## src/rtl/compare_arbiter.sv

```systemverilog
// compare_arbiter: round-robin front end that shares one external compare_gt
// unit between two requesters, deriving GT/LT/GE/LE in one pass and EQ/NE in two.
// Ports:
//   clk, rst_n                  clock, asynchronous active-low reset
//   req_valid/req_ready         per-requester request handshake (ready only in IDLE)
//   req_data1/req_data2         per-requester operands, requester i at [i*WIDTH +: WIDTH]
//   req_is_signed, req_op       per-requester signedness and 3-bit op code
//   resp_valid/resp_ready       per-requester response handshake
//   resp_result                 boolean compare result
//   cmp_data1/cmp_data2         registered operands to the shared compare_gt
//   cmp_is_signed, cmp_result   compare_gt signedness and its data1 > data2 answer
module compare_arbiter #(
    parameter int WIDTH = 32,
    parameter int NREQ  = 2
) (
    input  logic                  clk,
    input  logic                  rst_n,
    input  logic [NREQ-1:0]       req_valid,
    output logic [NREQ-1:0]       req_ready,
    input  logic [NREQ*WIDTH-1:0] req_data1,
    input  logic [NREQ*WIDTH-1:0] req_data2,
    input  logic [NREQ-1:0]       req_is_signed,
    input  logic [NREQ*3-1:0]     req_op,
    output logic [NREQ-1:0]       resp_valid,
    input  logic [NREQ-1:0]       resp_ready,
    output logic                  resp_result,
    output logic [WIDTH-1:0]      cmp_data1,
    output logic [WIDTH-1:0]      cmp_data2,
    output logic                  cmp_is_signed,
    input  logic                  cmp_result
);
    typedef enum logic [1:0] {IDLE, PASS1, PASS2, RESP} state_t;
    state_t state, state_nx;
    logic ptr, gnt_id, grant, swap, done, two_pass;
    logic id_q, gt_q, res_q, rv_q;
    logic [2:0] op_q, gnt_op;

    // preferred requester wins if it asks, otherwise the other one
    assign gnt_id   = req_valid[ptr] ? ptr : ~ptr;
    assign grant    = (state == IDLE) && (|req_valid);
    assign gnt_op   = req_op[int'(gnt_id)*3 +: 3];
    // LT and GE are evaluated as b > a
    assign swap     = (gnt_op == 3'b001) || (gnt_op == 3'b010);
    assign two_pass = (op_q == 3'b100) || (op_q == 3'b101);
    assign done     = rv_q && resp_ready[id_q];
    assign resp_result = res_q;

    always_ff @(posedge clk or negedge rst_n) begin
        if (!rst_n) state <= IDLE;
        else        state <= state_nx;
    end

    always_comb begin
        state_nx = state;
        case (state)
            IDLE:  state_nx = grant ? PASS1 : IDLE;
            PASS1: state_nx = two_pass ? PASS2 : RESP;
            PASS2: state_nx = RESP;
            RESP:  state_nx = done ? IDLE : RESP;
        endcase
    end

    always_comb begin
        req_ready  = grant ? (NREQ'(1) << gnt_id) : '0;
        resp_valid = rv_q ? (NREQ'(1) << id_q) : '0;
    end

    // cmp_* are the latched operands themselves, so compare_gt only ever
    // sees registered values; resp_valid rises one cycle after entering RESP
    always_ff @(posedge clk or negedge rst_n) begin
        if (!rst_n) begin
            ptr           <= 1'b0;
            id_q          <= 1'b0;
            op_q          <= 3'b0;
            gt_q          <= 1'b0;
            res_q         <= 1'b0;
            rv_q          <= 1'b0;
            cmp_data1     <= '0;
            cmp_data2     <= '0;
            cmp_is_signed <= 1'b0;
        end else begin
            rv_q <= (state == RESP) && !done;
            if (grant) begin
                ptr           <= ~gnt_id;
                id_q          <= gnt_id;
                op_q          <= gnt_op;
                cmp_is_signed <= req_is_signed[gnt_id];
                cmp_data1     <= swap ? req_data2[int'(gnt_id)*WIDTH +: WIDTH]
                                      : req_data1[int'(gnt_id)*WIDTH +: WIDTH];
                cmp_data2     <= swap ? req_data1[int'(gnt_id)*WIDTH +: WIDTH]
                                      : req_data2[int'(gnt_id)*WIDTH +: WIDTH];
            end
            if (state == PASS1) begin
                // reserved 11x ops fall through with result 0
                res_q <= op_q[2] ? 1'b0 : (op_q[1] ? !cmp_result : cmp_result);
                gt_q  <= cmp_result;
                if (two_pass) begin
                    cmp_data1 <= cmp_data2;
                    cmp_data2 <= cmp_data1;
                end
            end
            if (state == PASS2)
                res_q <= op_q[0] ? (gt_q | cmp_result) : !(gt_q | cmp_result);
        end
    end
endmodule

```

## config.mk

```make
export PLATFORM = sky130hd
export DESIGN_NAME = compare_arbiter
export DESIGN_NICKNAME = d
export VERILOG_FILES = /design/src/rtl/compare_arbiter.sv
export SDC_FILE = /design/constraint.sdc
export NUM_CORES = 1
export LEC_CHECK = 0
export CAP_MARGIN = 30
export CORE_ASPECT_RATIO = 0.75
export CORE_MARGIN = 1.5
export CORE_UTILIZATION = 30
export CTS_BUF_LIST = sky130_fd_sc_hd__clkbuf_8
export DETAILED_ROUTE_END_ITERATION = 16
export SKIP_LAST_GASP = 1
export SLEW_MARGIN = 20
export SYNTH_ARGS = -nofsm -noshare
export SYNTH_HDL_FRONTEND = slang
export SYNTH_SLANG_ARGS = --single-unit
```

## constraint.sdc

```tcl
create_clock -name clk -period 2.3 [get_ports clk]
set_input_delay 0.46 -clock clk [delete_from_list [all_inputs] [get_ports clk]]
set_output_delay 0.46 -clock clk [all_outputs]
set_load 0.05 [all_outputs]
```

After elaboration in Yosys (flattened, before gate mapping)
Cells that the tools add are included.
- bits in registers: 75
- latch bits: 0
- RAM bits: 0
- bits in read-only memories: 0
- input bits: 143
- output and inout bits: 70
- memories kept: 0
- $add $sub $neg: 0
- multiply operators: 1
- divide/modulo/power cells: 0
- $lt $le $gt $ge: 3
- equal/unequal tests: 7
- shifts and indexed selects: 5
- muxes and demuxes: 26
- bitwise gates (word level): 3
- reduce and logical (&&, ||, !) cells: 11
- operators by type and width (operator ; number):
    $mux W32 ; 8
    $shiftx A64 B7 Y32 ; 2
    $mux W1 ; 14
    $pmux W2 S4 ; 1
    $eq A3 B3 Y1 const B ; 2
    $lt A1 B2 Y1 const B ; 3
    $mux W2 ; 3
    $shiftx A6 B4 Y3 ; 1
    $eq A2 B2 Y1 const B ; 2
    $shl A1 B1 Y2 const A ; 2
    $eq A3 B1 Y1 const B ; 1
    $eq A3 B2 Y1 const B ; 1
    $logic_and A1 B1 Y1 ; 3
    $logic_not A1 Y1 ; 3
    $mul A1 B2 Y3 const B ; 1
    $eq A2 B1 Y1 const B ; 1
    $logic_not A2 Y1 ; 1
    $logic_or A1 B1 Y1 ; 2
    $not A1 Y1 ; 2
    $reduce_bool A2 Y1 ; 1
    $reduce_or A2 Y1 ; 1
    $or A1 B1 Y1 ; 1

Depth between registers and ports, before layout
- depth after elaboration: 11
- depth in mapped cells: 8
- depth with buffers taken out: 6

Worst setup path before layout
No wires, ideal clock.
- path type: reg2out
- start point: register state[0]
- end point: output req_ready[0]
- arrival time: 1.945 ns
- data required time: 1.840 ns
- setup slack: -0.105 ns
- stages on the path, launching flop included: 5
- cell sequence: dfrtp_1 > inv_1 > ha_1 > o21ai_1 > nor3_1
- cells in the longest elaborated chain, start to end: 3
- ends and longest elaborated chain (element ; line ; text):
    from (decl) ; 33 ; state_t state, state_nx;
    from (signal assigned) ; 50 ; else state <= state_nx;
    $logic_not A2 Y1 ; 40 ; assign grant = (state == IDLE) && (|req_valid);
    $logic_and A1 B1 Y1 ; 40 ;
    $mux W2 ; 64 ; req_ready = grant ? (NREQ'(1) << gnt_id) : '0;
    to (decl) ; 19 ; output logic [NREQ-1:0] req_ready,
No other way between the ends.

Worst setup path in the final report
- start point: input req_valid[1]
- end point: output req_ready[1]
- cells in the longest elaborated chain, start to end: 5
- ends and longest elaborated chain (element ; line ; text):
    from (decl) ; 18 ; input logic [NREQ-1:0] req_valid,
    $mux W1 (not written as such) (2 in a row) ; 39 ; assign gnt_id = req_valid[ptr] ? ptr : ~ptr;
    $mux W1 ; 39 ;
    $shl A1 B1 Y2 ; 64 ;
    $mux W2 * ; 64 ;
Every way passes the cells marked *; elsewhere a longest branch is shown, timed or not. The select of a mux whose other input is x is not followed.

==> metrics.cfg <==
[timing]
max_freq_mhz=458.7
setup_violations=0
period_minus_slack_ns=2.180
worst_clock_skew_ns=0.01562
report.final.slew_viol_count=0
slew_headroom=0.6290
hold_viol=0
fin_setup_tns_ns=0
worstMarginPinSlew_ns=0.5548
finalCritPeriodShare=0.9478

[cells_and_area]
final_cell_area_um2=8082
antenna_cells=0
area_delta_synth_final_pct=45.57
drive_gt1_frac=0.1004
final_cells=1009
nets=910

[critical_path]
reg2reg_from=state[1]$_DFF_PN0_
crit_chain=clkdlybuf4s50_1 -> and2_1 -> nor2_1 -> nor2_1 -> buf_6
critPathBufInv=2
max_stage_delay_ns=0.59
cp_top_family=buffers and inverters
end_kind=primary output
path_common_cell=nor2_1
path_class=input pin to primary output
slowest_stage=clkdlybuf4s50_1
start_kind=input pin
crit_fanout=3
worstPathRequired_ns=1.84
cp.arrival_ns=1.72
setup.worst_path.start=req_valid[1]

[synthesis]
synth_seq_cells=75
synth.distinct_cells=36
synth_top_cell_by_area=dfrtp_1
synth_cells=591
synth-edff-count=0
synth_seq_area_share=0.3381
synth_nets=738
synth.top_cell.area_share=0.3381
synth_area_um2=5552
synth_area_per_cell_um2=9.394
ys.flop_type=dfrtp_1
synth.area.top_cells=dfrtp_1 34%, o221ai_1 9.2%, a22oi_1 8.7%
yosysWarnings=0
ys_async_sr_fraction=1.000

[clock_network]
cts.sinks=75
clkLatencyLatePin_ns=0.37
htreeDepth=3
clkSlewWorstSetupHoldPaths_ns=0.09
cts_buffer_depth=2
cts_tree=done
cts-root-buf=clkbuf_8
cts_buffers=9

[place]
place.gp.congestion=0.8522
placed_cell_area_um2=7855
dp_hpwl_um=13500
buffer_ports.inserted=212
dp.cells=992

[detailed_routing]
viasPerCell=5.868
routedWlPerCell_um=19.19
drc=0
via_count=5921
dr.pass1.iters=5
wirelength_um=19360
drtIter0Drc=298
antenna_left=0

[die]
io_pins=213
core_um2=17870
die_w_um=160.1
fp-row-count=42
dieArea_um2=19340
dieHeight_um=120.8
start_util=0.3107

[status]
status=completed

[power_and_ir_drop]
ir_drop_uv=603.6
p_total_mw=10.52
power_leakage_nw=3.078
pwr_density_cell_nw_per_um2=1301

[global_route]
grt_pass1_vias=6108
grt_max_degree=69
grt_pass1_wl_um=30950
antenna_found_initial=0
grt.total_usage=0.1984
globalRouteOverflowTotal=0

[flow_run]
maxCapViolCount=0

[min_path]
hold_class=input pin to async pin

flip-flops by register name (all words and copies together), names as in the netlist:
signal	count
cmp_is_signed	1
id_q	1
gt_q	1
ptr	1
op_q	3
rv_q	1
state	2
cmp_data1	32
cmp_data2	32
resp_result	1
cell type report:
| cell class | count | area, um2 |
|---|---|---|
| clock buffers | 11 | 151.4 |
| clock inverters | 4 | 50.05 |
| fillers | 1723 | 9786 |
| inverters | 3 | 11.26 |
| multi-input cells | 435 | 3241 |
| flip-flops and latches | 75 | 1877 |
| well taps | 242 | 302.8 |
| repair buffers | 239 | 2449 |
logic make-up (layout without fill, tap and decap cells):
| family | Yosys count | in the layout | share of synthesized area |
|---|---|---|---|
| buf+inv | 81 | 257 | 0.08699 |
| xor+xnor | 4 | 4 | 0.006312 |
| simple gates | 86 | 86 | 0.09353 |
| fa+ha+maj | 4 | 4 | 0.009015 |
| compound gates | 335 | 335 | 0.4548 |
| mux | 6 | 6 | 0.01127 |
| flops | 75 | 75 | 0.3381 |
worst paths after layout:
| check | to | slack (ns) | depth (start not counted) |
|---|---|---|---|
| min in group clk | cmp_is_signed$_DFFE_PN0P_ | 0.50 | 2 |
| hold reg to reg | cmp_is_signed$_DFFE_PN0P_ | 0.50 | 2 |
| max in group asynchronous | cmp_data2[15]$_DFF_PN0_ | 1.16 | 3 |
| setup reg to reg | cmp_data1[15]$_DFF_PN0_ | 0.39 | 7 |
| hold / removal | op_q[0]$_DFFE_PN0P_ | 0.48 | 2 |
| setup / recovery | req_ready[1] | 0.12 | 5 |
Yosys cell counts (3+ instances only):
master	n
o21ai_1	13
o221ai_2	6
o211ai_2	15
o21ai_0	59
buf_2	34
a22oi_1	64
o221ai_1	58
mux2i_1	4
a21boi_1	11
inv_1	3
buf_6	16
o211ai_1	49
nor2_1	6
dfrtp_1	75
a21boi_0	54
buf_4	4
ha_1	4
clkbuf_1	23
xnor2_1	3
and3_1	64
a21oi_1	3
nand2_1	5
repair_timing:
item                                   CTS  global route
endpoints found under the hold margin   14             0
hold buffers                             1             0
resized for setup                        0             2
setup endpoints to repair                0             2
buffers inserted                         0             1
metrics by stage:
step / hold WS, ns / worst slack, ns / utilization
6_report: 0.4785 / 0.1200 / 0.4523
5_1_grt: 0.4773 / -0.007642 / 0.4523
4_1_cts: 0.4612 / 0.08707 / 0.4515
3_5_place_dp: 0.3477 / -0.01375 / 0.4396
3_3_place_gp: 0.3446 / 0.05364 / 0.4396
2_1_floorplan: 0.1644 / 0.2175 / -
cell usage in the layout, fill, tap and decap left out, types with 2 or more instances in the layout:
cell type	count
mux2_2	2
o21ai_1	12
buf_12	10
o21ai_0	59
o221ai_1	58
a21boi_1	11
and3_1	64
clkinvlp_4	2
a21boi_0	54
clkbuf_8	11
nor2_1	5
o211ai_2	15
o211ai_1	49
a21oi_1	3
inv_1	3
dfrtp_1	75
a22oi_1	64
mux2i_1	4
nand2_1	4
xnor2_1	3
and2_1	2
buf_4	18
clkdlybuf4s50_1	209
ha_1	4
o221ai_2	6
layer usage:
metal | global-route usage | part of all wire | wire length (um)
met1 | 0.2611 | 0.46 | 8832
met2 | 0.3196 | 0.46 | 8878
met3 | 0.05249 | 0.071 | 1375
met4 | 0.05783 | 0.014 | 276
met5 | 0 | 0 | 0
power by group:
part | switching (mW) | total, mW | internal, mW
Sequential | 0.549 | 2.50 | 1.95
Clock | 0.533 | 1.09 | 0.553
Combinational | 4.36 | 6.94 | 2.58
Power figures use the tool's default switching activity.
